### src/rtl/i2c_scl_generator.sv
// i2c_scl_generator
// I2C master SCL timing engine. Drives SCL open-drain, honours slave clock
// stretching (with an abort timeout) and emits one-cycle strobes for the
// shift/bit FSM at mid-low (data change) and mid-high (SDA sample).
//
// Ports:
//   clk             system clock
//   rst             synchronous, active-high reset
//   clock_div       SCL period in clk cycles; half period = max(clock_div>>1, 2)
//   stretch_enabled 1: wait for the bus to go high after release; 0: ignore scl_in
//   enable          level; keep generating SCL cycles while high
//   scl_in          raw SCL bus level (asynchronous)
//   scl_oe          1 = pull SCL low, 0 = release
//   scl_fall        pulse on the first LOW cycle
//   scl_rise        pulse on the first HIGH cycle
//   shift_strobe    pulse at mid-low
//   sample_strobe   pulse at mid-high
//   stretching      high while a slave holds the released SCL low
//   timeout         pulse when stretching exceeds STRETCH_TIMEOUT cycles
//   busy            high whenever the engine is not idle
module i2c_scl_generator #(
    parameter int unsigned SYNC_STAGES     = 2,
    parameter int unsigned STRETCH_TIMEOUT = 65535
) (
    input  logic        clk,
    input  logic        rst,
    input  logic [31:0] clock_div,
    input  logic        stretch_enabled,
    input  logic        enable,
    input  logic        scl_in,
    output logic        scl_oe,
    output logic        scl_fall,
    output logic        scl_rise,
    output logic        shift_strobe,
    output logic        sample_strobe,
    output logic        stretching,
    output logic        timeout,
    output logic        busy
);

    typedef enum logic [1:0] {
        IDLE,
        LOW,
        RELEASE,
        HIGH
    } state_t;

    localparam logic [31:0] TIMEOUT_LAST = 32'(STRETCH_TIMEOUT - 1);

    state_t                 state, state_next;
    logic [31:0]            cnt, cnt_next;
    logic [31:0]            half_q, half_next;
    logic [31:0]            scnt, scnt_next;
    logic [SYNC_STAGES-1:0] sync;
    logic                   scl_sync;
    logic [31:0]            half_div;
    logic [31:0]            half_new;
    logic                   phase_end;

    assign scl_sync  = sync[SYNC_STAGES-1];
    assign half_div  = clock_div >> 1;
    assign half_new  = (half_div < 32'd2) ? 32'd2 : half_div;
    assign phase_end = (cnt == half_q - 32'd1);

    always_ff @(posedge clk) begin
        if (rst) begin
            state  <= IDLE;
            cnt    <= '0;
            half_q <= '0;
            scnt   <= '0;
            sync   <= '1;
        end else begin
            state  <= state_next;
            cnt    <= cnt_next;
            half_q <= half_next;
            scnt   <= scnt_next;
            sync   <= {sync[SYNC_STAGES-2:0], scl_in};
        end
    end

    always_comb begin
        state_next = state;
        cnt_next   = cnt;
        half_next  = half_q;
        scnt_next  = scnt;
        stretching = 1'b0;
        timeout    = 1'b0;
        case (state)
            IDLE: begin
                if (enable) begin
                    state_next = LOW;
                    cnt_next   = '0;
                    half_next  = half_new;
                end
            end
            LOW: begin
                if (phase_end) begin
                    state_next = RELEASE;
                    cnt_next   = '0;
                    scnt_next  = '0;
                end else begin
                    cnt_next = cnt + 32'd1;
                end
            end
            RELEASE: begin
                // Synchronizer lag means even an unstretched bus reads low
                // for SYNC_STAGES cycles here; those count as wait cycles.
                if (!stretch_enabled || scl_sync) begin
                    state_next = HIGH;
                    cnt_next   = '0;
                end else begin
                    stretching = 1'b1;
                    if (scnt == TIMEOUT_LAST) begin
                        timeout    = 1'b1;
                        state_next = IDLE;
                    end else begin
                        scnt_next = scnt + 32'd1;
                    end
                end
            end
            HIGH: begin
                if (phase_end) begin
                    cnt_next = '0;
                    if (enable) begin
                        state_next = LOW;
                        half_next  = half_new;
                    end else begin
                        state_next = IDLE;
                    end
                end else begin
                    cnt_next = cnt + 32'd1;
                end
            end
            default: state_next = IDLE;
        endcase
    end

    // Strobe positions never coincide: half_q >= 2 keeps mid-phase off cnt 0.
    assign scl_oe        = (state == LOW);
    assign scl_fall      = (state == LOW)  && (cnt == 32'd0);
    assign shift_strobe  = (state == LOW)  && (cnt == (half_q >> 1));
    assign scl_rise      = (state == HIGH) && (cnt == 32'd0);
    assign sample_strobe = (state == HIGH) && (cnt == (half_q >> 1));
    assign busy          = (state != IDLE);

endmodule

### config.mk
export PLATFORM = sky130hd
export DESIGN_NAME = i2c_scl_generator
export DESIGN_NICKNAME = d
export VERILOG_FILES = /design/src/rtl/i2c_scl_generator.sv
export SDC_FILE = /design/constraint.sdc
export NUM_CORES = 1
export LEC_CHECK = 0
export ABC_AREA = 1
export CORE_MARGIN = 5
export CORE_UTILIZATION = 40
export CTS_CLUSTER_SIZE = 30
export DETAILED_ROUTE_END_ITERATION = 8
export GPL_TIMING_DRIVEN = 1
export PLACE_DENSITY = 0.59
export SLEW_MARGIN = 15
export SYNTH_ARGS = -nofsm -noshare
export SYNTH_HDL_FRONTEND = slang
export SYNTH_SLANG_ARGS = --single-unit
export TNS_END_PERCENT = 20
### constraint.sdc
create_clock -name clk -period 2.8 [get_ports clk]
set_clock_uncertainty 0.1 [all_clocks]
set_input_delay 0.28 -clock clk [delete_from_list [all_inputs] [get_ports clk]]
set_output_delay 0.28 -clock clk [all_outputs]
set_load 0.02 [all_outputs]
* After elaboration in Yosys (flattened, before gate mapping)
Cells that the tools add are included.
Operators by class: reductions and logical operators 16, equal/unequal tests 13, mux-type cells 24, add/sub/neg operators 3, magnitude comparators 1
Operators by type and width (count):
- 32-bit two-way mux | 8
- 32-bit case mux with 2 select lines | 2
- 32-bit case mux with 3 select lines | 1
- 32-bit by 1-bit adder with 32-bit output, second input constant | 2
- 32-bit by 16-bit == test with 1-bit output, second input constant | 1
- 32-bit by 31-bit == test with 1-bit output | 1
- 32-bit == test | 1
- 32-bit zero test | 1
- 32-bit by 1-bit subtractor with 32-bit output, second input constant | 1
- 31-bit by 2-bit less-than comparator with 1-bit output, second input constant | 1
- 31-bit two-way mux | 1
- 2-bit two-way mux | 5
- 2-bit inequality test, second input constant | 5
- 2-bit case mux with 4 select lines | 1
- 4-bit AND reduction | 2
- 1-bit two-way mux | 6
- 2-bit nonzero test | 3
- 2-bit == test, second input constant | 2
- 1-bit logical AND | 4
- 2-bit AND reduction | 2
- 3-bit inequality test, second input constant | 1
- 2-bit by 1-bit == test with 1-bit output, second input constant | 1
- 2-bit zero test | 1
- 2-bit by 1-bit inequality test with 1-bit output, second input constant | 1
- 3 further kinds | 3
Word-level totals: word-level logic and storage cells 62, input bits 37, output and inout bits 8, register bits after elaboration 100

* Logic depth before layout (Yosys ltp)
Gate-level depths: netlist of the first run.
depth in word-level cells 5, depth in mapped cells 21, depth with buffers taken out 20

* Worst setup path before layout of the first run
OpenSTA, ideal clock, no wires.
path type register to register, start register half_q[0], end register half_q[24], arrival 2.169 ns, library setup time 0.128 ns, path slack 0.402 ns, required time 2.572 ns, buffers on the path 2, clock period less this slack 2.398 ns, stages on the path, launching flop included 18, path through dfxtp_1 -> inv_1 -> ha_1 -> nand2_2 -> nor2_8 -> nand3_2 -> nor2_2 -> nand3b_1 -> nand2_1 -> nand4_1 -> nor2_1 -> nand3_4 -> nand2_2 -> nand2_1 -> buf_6 -> buf_6 -> nand2_1 -> a21oi_1
On the way: longest elaborated chain between the ends 4
RTL lines:
- start, declared | RTL line 52 | logic [31:0] half_q, half_next;
- start signal, assigned | RTL line 75 | half_q <= half_next;
- 32-bit by 1-bit subtractor with 32-bit output | RTL line 63 | assign phase_end = (cnt == half_q - 32'd1);
- 32-bit == test | RTL line 63
- 2-bit inequality test (no line)
- 2-bit AND reduction (no line)
No other way between the ends. A chain may end at the register's enable or synchronous reset.

* Final worst setup path of the first run
start register half_q[8], end output port shift_strobe
On the way: longest elaborated chain between the ends 2
RTL lines:
- 32-bit by 31-bit == test with 1-bit output | RTL line 141 | assign shift_strobe = (state == LOW) && (cnt == (half_q >> 1));
- 1-bit logical AND | RTL line 141
- end, declared | RTL line 34 | output logic shift_strobe,
No other way between the ends.

==> impl_metrics.py, run 1 <==
metrics = {
    "die": {
        "core_sq_um": 18500,
        "die_area_sq_um": 21400,
        "die_h_um": 146,
        "dieWidth_um": 146,
        "start_util_pct": 40.2,
        "num_rows": 50,
        "ioPinCount": 45,
    },
    "synthesis": {
        "seq_area_frac_synth_pct": 26.6,
        "ys_ff_latch": 99,
        "syn_area_sq_um": 7450,
        "synth_top_area_cell": "dfxtp_1",
        "ys_types": 37,
        "ys_top_cells_by_area": "dfxtp_1 27%, nand2_1 15%, nand3_1 8.2%",
        "syn_area_per_cell_sq_um": 6.13,
        "netlist_instances": 1215,
        "async_flop_share_pct": 0,
        "yosysWarnings": 0,
        "ys_dominant_reg_cell": "dfxtp_1",
        "synth_edf_count": 0,
        "synth_top_area_share_pct": 26.6,
        "synthesis.nets": 1257,
    },
    "layout": {
        "nFillCells": 1930,
        "area_delta_synth_final_pct": 24.4,
        "antenna_cells": 0,
        "seq_area_sq_um": 2000,
        "layout-drive-gt1-share_pct": 15.8,
        "nets": 1339,
        "multi_input_area_sq_um": 5010,
        "most-common-layout-cells": "285 x nand2_1, 132 x nor2_1, 118 x inv_1",
        "final_common_cell": "nand2_1",
    },
    "power_and_ir_drop": {
        "vdd_ir_drop_max_v": 0.000392,
        "leakagePower_nw": 3.64,
        "powerDensity_nw_per_um2": 549,
        "total_power_mw": 5.09,
    },
    "detailed_routing": {
        "num_vias": 8247,
        "drt-pass1-iter-count": 5,
        "drt-wirelength-per-cell_um": 17.0,
        "final_antenna_net_count": 0,
        "drc": 0,
        "via_per_inst": 5.38,
        "drt_iter0_drc": 699,
        "wl_mm": 26.0,
    },
    "timing": {
        "finalSetupViolations": 0,
        "fin_crit_ns": 2.80,
        "max_clock_freq_mhz": 358,
        "final_max_slew_viol_count": 0,
        "relSlewSlack_pct": 38.6,
        "hold_viol": 0,
        "post-route-period-util_pct": 99.9,
        "rsz0062_at_grt": "yes",
        "worst_hold_slack_ns": 0.311,
        "setup_tns_ns": 0,
        "worst_slew_pin_slew_ns": 0.921,
    },
    "cts": {
        "clkTransAtPathRegs_ns": 0.07,
        "clk_latency_ns": 0.36,
        "htreeDepth": 3,
        "clock_sinks": 99,
        "cts_hold_buf": 0,
        "cts_root_buf": "clkbuf_16",
        "cts_buffers": 9,
        "cts_tree": "built",
        "clockBufferDepth": 2,
    },
    "run": {
        "cap_violations": 0,
    },
    "worst_hold_path": {
        "hold_class": "reg -> reg",
    },
    "status": {
        "status": "completed",
    },
    "global_route": {
        "track_usage_pct": 23.2,
        "grt_overflow": 0,
        "antenna_found_initial": 0,
        "grt_max_degree": 84,
        "grt_first_pass_wirelength_mm": 40.3,
        "grt_pass1_vias": 7357,
    },
    "placement": {
        "port_buffers": 43,
        "hpwl_mm": 19.4,
        "gp_congestion": 0.979,
    },
    "setup_path": {
        "critPathKind": "reg -> out",
        "cp.arrival_ns": 2.42,
        "worstPathMaxFanout": 6,
        "cp-end-kind": "primary output",
        "crit_required_ns": 2.42,
        "start_kind": "flop",
    },
}
## cell usage after synthesis, types with 8 or more instances
library cell,number
nor2_2,13
xnor2_1,17
nor4_1,22
nand2_1,307
nand2_2,8
a21oi_1,88
nand4_1,44
nor3_1,33
xor2_1,61
o21a_1,9
buf_2,10
clkbuf_1,33
dfxtp_1,99
nand3_1,122
o21ai_0,17
nor2_1,154
inv_1,120
## state kept, by name, indices dropped and copies added, names as in the netlist
register  flops
cnt          32
scnt         32
half_q       31
state         2
sync          2
## stage by stage
stage / instances / instance area, sq um / setup WS (ns) / utilization (%)
floorplan: 1215 / 7450 / 0.402 / -
global placement: 1512 / 8490 / 0.0142 / 45.8
detailed placement: 1512 / 8490 / -0.0145 / 45.8
CTS: 1526 / 8800 / 0.0200 / 47.5
global route: 1534 / 9260 / -0.0753 / 50.0
finish: 1534 / 9260 / 0.00391 / 50.0
## kinds of logic after synthesis
family                     after synthesis  synth area share [%]
and+or+nand+nor                        722                  43.3
buffers and inverters                  179                  10.4
AOI/OAI and AO/OA                      132                  9.61
DFF                                     99                  26.6
xor gates and xnor gates                78                  9.17
adders and majority gates                5                 0.840
## worst max-delay path, stage by stage, from the launching register on
cell           delay (ns)
dfxtp_1              0.40
inv_1                0.23
o22ai_1              0.12
nor3_1               0.27
nand4_1              0.15
or3_1                0.42
nor2_1               0.13
dlygate4sd2_1        0.35
## power by group
part	leakage (nW)	total, mW	internal, mW	switching [mW]
logic	2.70	2.22	0.852	1.36
clock network	0.135	1.29	0.710	0.582
registers	0.808	1.58	1.48	0.102
## final timing paths
| path | to | start | depth (start not counted) | slack (ns) |
|---|---|---|---|---|
| max reg2reg | half_q[2] | half_q[3] | 18 | 0.08 |
| min | sync[1] | sync[0] | 1 | 0.31 |
| max | shift_strobe | half_q[8] | 7 | 0.004 |
| min reg2reg | sync[1] | sync[0] | 1 | 0.31 |
## area by class of cell
class / instances / area share [%]
Clock buffer: 12 / 2.66
Inverter: 123 / 5.01
Tap cell: 234 / 3.16
Sequential cell: 99 / 21.6
Multi-Input combinational cell: 937 / 54.1
Timing Repair Buffer: 127 / 13.1
Clock inverter: 2 / 0.405
## layer usage
layer  GRT usage (%)  vias up  wire [um]
met1            35.7     3831      12900
li1                -     4130          -
met2            33.3      263      10900
met4            4.80        0        337
met5               0        -          0
met3            4.59       23       1940
## timing repair
action,in CTS,in global routing
hold endpoints to repair,0,0
setup buffers,0,2
pin swaps,1,24
resized for setup,9,95
gates cloned,0,6
endpoints found under the setup margin,35,101
No activity file was read; power rests on OpenSTA's default activity.
==> inputs of run 2 (changes only) <==
--- a/config.mk
+++ b/config.mk
@@ -6,6 +6,7 @@
 export NUM_CORES = 1
 export LEC_CHECK = 0
 export ABC_AREA = 1
+export ABC_CLOCK_PERIOD_IN_PS = 3500
 export CORE_MARGIN = 5
 export CORE_UTILIZATION = 40
 export CTS_CLUSTER_SIZE = 30
==> constraint.sdc (replaced) <==
create_clock -name clk -period 3.5 [get_ports clk]
set_clock_uncertainty 0.1 [all_clocks]
set_input_delay 0.35 -clock clk [delete_from_list [all_inputs] [get_ports clk]]
set_output_delay 0.35 -clock clk [all_outputs]
set_load 0.02 [all_outputs]
==> impl_metrics.py, run 2 (synthesis results as in run 1) <==
metrics = {
    "cts": {
        "cts_root_buf": "clkbuf_16",
        "cts_hold_buf": 0,
        "cts_setup_buffers": 0,
        "clock_sinks": 99,
        "clkTransAtPathRegs_ns": 0.08,
        "cts_tree": "built",
        "cts-resized-gates": 0,
        "cts_buffers": 9,
        "htreeDepth": 3,
        "clk_latency_ns": 0.36,
        "clockBufferDepth": 2,
    },
    "placement": {
        "placed_cells": 1453,
        "postPlaceCellArea_sq_um": 7990,
        "port_buffers": 43,
        "gp_congestion": 1.02,
        "hpwl_mm": 18.7,
    },
    "power_and_ir_drop": {
        "swShare_pct": 40.6,
        "pwr-share-clk_pct": 28.5,
        "vdd_ir_drop_max_v": 0.000273,
        "p_seq_share_pct": 34.3,
        "p_int_mw": 2.18,
        "total_power_mw": 3.66,
        "leakagePower_nw": 3.15,
        "powerDensity_nw_per_um2": 442,
        "combPwrFrac_pct": 37.2,
        "p_sw_mw": 1.49,
    },
    "layout": {
        "fin_cells": 1468,
        "final_common_cell": "nand2_1",
        "postLayoutCoreUtil_pct": 44.8,
        "antenna_cells": 0,
        "layout-drive-gt1-share_pct": 5.43,
        "area_delta_synth_final_pct": 11.3,
        "nets": 1272,
        "largestRegisters": "cnt (32), scnt (32), half_q (31)",
        "most-common-layout-cells": "307 x nand2_1, 153 x nor2_1, 122 x nand3_1",
        "final_area_sq_um": 8290,
    },
    "setup_path": {
        "worstPathMaxFanout": 29,
        "cp.arrival_ns": 3.30,
        "start_kind": "flop",
        "critPathKind": "reg -> reg",
        "cp-end-kind": "flop",
        "crit_required_ns": 3.60,
    },
    "detailed_routing": {
        "num_vias": 7828,
        "drc": 0,
        "drt-pass1-iter-count": 5,
        "drt_iter0_drc": 744,
        "drt-wirelength-per-cell_um": 16.6,
        "wl_mm": 24.4,
        "final_antenna_net_count": 0,
        "via_per_inst": 5.33,
    },
    "die": {
        "die_area_sq_um": 21400,
        "core_sq_um": 18500,
        "dieWidth_um": 146,
        "num_rows": 50,
        "start_util_pct": 40.2,
        "ioPinCount": 45,
        "die_h_um": 146,
    },
    "status": {
        "status": "completed",
    },
    "global_route": {
        "grt_pass1_vias": 7155,
        "track_usage_pct": 22.6,
        "grt_first_pass_wirelength_mm": 39.2,
        "grt_max_degree": 84,
        "grt_overflow": 0,
        "antenna_found_initial": 0,
    },
    "timing": {
        "final_max_slew_viol_count": 0,
        "hold_viol": 0,
        "rsz0062_at_grt": "no",
        "fin_crit_ns": 3.20,
        "worst_slew_pin_slew_ns": 1.14,
        "max_clock_freq_mhz": 312,
        "relSlewSlack_pct": 23.7,
        "finalSetupViolations": 0,
        "setup_tns_ns": 0,
        "post-route-period-util_pct": 91.5,
    },
    "run": {
        "cap_violations": 0,
    },
    "worst_hold_path": {
        "hold_class": "reg -> reg",
    },
}
[run 2: final timing paths]
check	from	slack, ns	to	depth (start not counted)
max	half_q[0]	0.30	half_q[24]	16
min	sync[0]	0.31	sync[1]	1
max reg2reg	half_q[0]	0.30	half_q[24]	16
min reg2reg	sync[0]	0.31	sync[1]	1
[run 2: final cells by class]
cell class	instances	area, sq um
Clock buffer	9	225
Sequential cell	99	1980
Multi-Input combinational cell	937	4690
Clock inverter	6	72.6
Fill cell	1978	10200
Tap cell	234	293
Timing Repair Buffer	60	566
Inverter	123	462
[run 2: metrics by stage]
step / worst slack (ns) / hold WS [ns]
global placement: 0.396 / 0.290
CTS: 0.329 / 0.316
floorplan: 1.10 / 0.289
finish: 0.297 / 0.312
detailed placement: 0.383 / 0.295
global route: 0.0907 / 0.339
[run 2: metal layers]
| layer | vias up | wire (um) | track usage (%) |
|---|---|---|---|
| met5 | - | 0 | 0 |
| met4 | 0 | 431 | 4.94 |
| met3 | 30 | 1410 | 4.53 |
| met2 | 193 | 10100 | 32.3 |
| met1 | 3613 | 12500 | 34.7 |
| li1 | 3992 | - | - |
[run 2: power groups by stage]
stage / clock network [mW] / logic (mW) / registers [mW]
6_report: 1.04 / 1.36 / 1.26
3_3_place_gp: 0 / 1.33 / 1.28
4_1_cts: 1.09 / 1.34 / 1.26
5_1_grt: 1.12 / 1.51 / 1.27
2_1_floorplan: 0 / 0.983 / 1.26
3_5_place_dp: 0 / 1.33 / 1.28
[run 2: worst max-delay path, stage by stage, from the launching register on]
cell     delay (ns)
dfxtp_1        0.33
inv_1          0.13
ha_1           0.26
nand2_2        0.14
nor2_8         0.22
nand3_2        0.22
o21ai_1        0.21
nand2_1        0.07
nor2_1         0.12
nand3_1        0.14
nor2_2         0.19
nand3_4        0.16
nand2_2        0.27
nand2_1        0.09
buf_4          0.24
nand2_1        0.09
a21oi_1        0.06
==> inputs of run 3 (changes only) <==
--- a/config.mk
+++ b/config.mk
@@ -13,6 +13,7 @@
 export DETAILED_ROUTE_END_ITERATION = 8
 export GPL_TIMING_DRIVEN = 1
 export PLACE_DENSITY = 0.59
+export RECOVER_POWER = 25
 export SLEW_MARGIN = 15
 export SYNTH_ARGS = -nofsm -noshare
 export SYNTH_HDL_FRONTEND = slang
==> impl_metrics.py, run 3 (synthesis results as in run 1) <==
metrics = {
    "timing": {
        "post-route-period-util_pct": 90.9,
        "fin_crit_ns": 3.18,
        "setup_tns_ns": 0,
        "hold_viol": 0,
        "relSlewSlack_pct": 22.7,
        "worst_slew_pin_slew_ns": 1.15,
        "finalSetupViolations": 0,
        "max_clock_freq_mhz": 314,
        "final_max_slew_viol_count": 0,
        "rsz0062_at_grt": "no",
    },
    "cts": {
        "clkTransAtPathRegs_ns": 0.08,
        "clockBufferDepth": 2,
        "clock_sinks": 99,
        "cts_buffers": 9,
        "cts-resized-gates": 0,
        "cts_tree": "built",
        "clk_latency_ns": 0.37,
        "cts_hold_buf": 0,
        "cts_setup_buffers": 0,
        "htreeDepth": 3,
        "cts_root_buf": "clkbuf_16",
    },
    "layout": {
        "layout-drive-gt1-share_pct": 5.27,
        "final_area_sq_um": 8290,
        "final_common_cell": "nand2_1",
        "area_delta_synth_final_pct": 11.3,
        "nFillCells": 1980,
        "nets": 1272,
        "largestRegisters": "cnt (32), scnt (32), half_q (31)",
        "seq_area_sq_um": 1980,
        "multi_input_area_sq_um": 4690,
        "most-common-layout-cells": "307 x nand2_1, 153 x nor2_1, 122 x nand3_1",
        "antenna_cells": 0,
    },
    "die": {
        "ioPinCount": 45,
        "die_h_um": 146,
        "start_util_pct": 40.2,
        "die_area_sq_um": 21400,
        "num_rows": 50,
        "dieWidth_um": 146,
        "core_sq_um": 18500,
    },
    "detailed_routing": {
        "num_vias": 7836,
        "final_antenna_net_count": 0,
        "drc": 0,
        "drt_iter0_drc": 699,
        "via_per_inst": 5.34,
        "drt-wirelength-per-cell_um": 16.6,
        "wl_mm": 24.4,
        "drt-pass1-iter-count": 5,
    },
    "setup_path": {
        "critPathKind": "reg -> reg",
        "start_kind": "flop",
        "cp-end-kind": "flop",
        "crit_required_ns": 3.61,
        "path_buf_inv": 3,
        "cp_slowest_cell": "dfxtp_1",
        "path_cells": "inv_1 -> ha_1 -> nand2_2 -> nor2_8 -> nand3_2 -> o21ai_1 -> nand2_1 -> nor2_1 -> nand3_1 -> nor2_2 -> nand3_4 -> buf_4 -> nand2_2 -> nand2_1 -> buf_4 -> nand2_1 -> a21oi_1",
        "cp.arrival_ns": 3.29,
        "slowest_delay_ns": 0.33,
        "worstPathMaxFanout": 32,
        "cp_top_family": "simple AND/OR/NAND/NOR gates",
        "worst_path_most_repeated_cell": "nand2_1",
    },
    "power_and_ir_drop": {
        "total_power_mw": 3.66,
        "leakagePower_nw": 3.16,
        "vdd_ir_drop_max_v": 0.000273,
        "powerDensity_nw_per_um2": 442,
    },
    "global_route": {
        "grt_max_degree": 84,
        "grt_pass1_vias": 7155,
        "grt_overflow": 0,
        "grt_first_pass_wirelength_mm": 39.2,
        "antenna_found_initial": 0,
        "track_usage_pct": 22.6,
    },
    "status": {
        "status": "completed",
    },
    "placement": {
        "hpwl_mm": 18.7,
        "postPlaceCellArea_sq_um": 7990,
        "port_buffers": 43,
        "gp_congestion": 1.02,
    },
    "worst_hold_path": {
        "hold_class": "reg -> reg",
    },
    "run": {
        "cap_violations": 0,
    },
}
[run 3: changes by cell type in the layout (fill, tap and decap cells not counted)]
cell / change
clkbuf_1: +1
clkdlybuf4s50_1: -6
inv_2: -1
inv_1: +1
dlygate4sd3_1: +6
clkbuf_2: +2
buf_2: -1
buf_4: -2
[run 3: metal layers]
metal	GRT usage (%)	wire (um)	part of all wire, %
met3	4.53	1340	5.5
met4	4.94	396	1.6
met5	0	0	0
met1	34.7	12500	51
met2	32.3	10100	42
[run 3: final timing paths]
kind	startpoint	end	cells after the start	slack, ns
min	sync[0]	sync[1]	1	0.31
min reg2reg	sync[0]	sync[1]	1	0.31
max reg2reg	half_q[0]	scnt[24]	17	0.32
max	half_q[0]	scnt[24]	17	0.32
[run 3: layout make-up]
| class | instances | share of cell area [%] |
|---|---|---|
| clock buffer | 9 | 2.72 |
| clock inverter | 6 | 0.876 |
| inverter | 123 | 5.57 |
| multi-input combinational | 937 | 56.6 |
| sequential | 99 | 23.9 |
| tap | 234 | 3.53 |
| timing repair buffer | 60 | 6.75 |
[run 3: power breakdown]
| part | switching, mW | leakage [nW] | internal (mW) |
|---|---|---|---|
| clock network | 0.486 | 0.148 | 0.561 |
| logic | 0.922 | 2.21 | 0.432 |
| registers | 0.0808 | 0.802 | 1.18 |
[run 3: metrics by stage]
stage | utilization (%) | worst slack (ns) | instances | hold slack (ns)
global placement | 43.2 | 0.396 | 1453 | 0.290
finish | 44.7 | 0.317 | 1468 | 0.313
CTS | 44.8 | 0.329 | 1468 | 0.316
global route | 44.7 | 0.0906 | 1468 | 0.339
floorplan | - | 1.10 | 1215 | 0.289
detailed placement | 43.2 | 0.383 | 1453 | 0.295
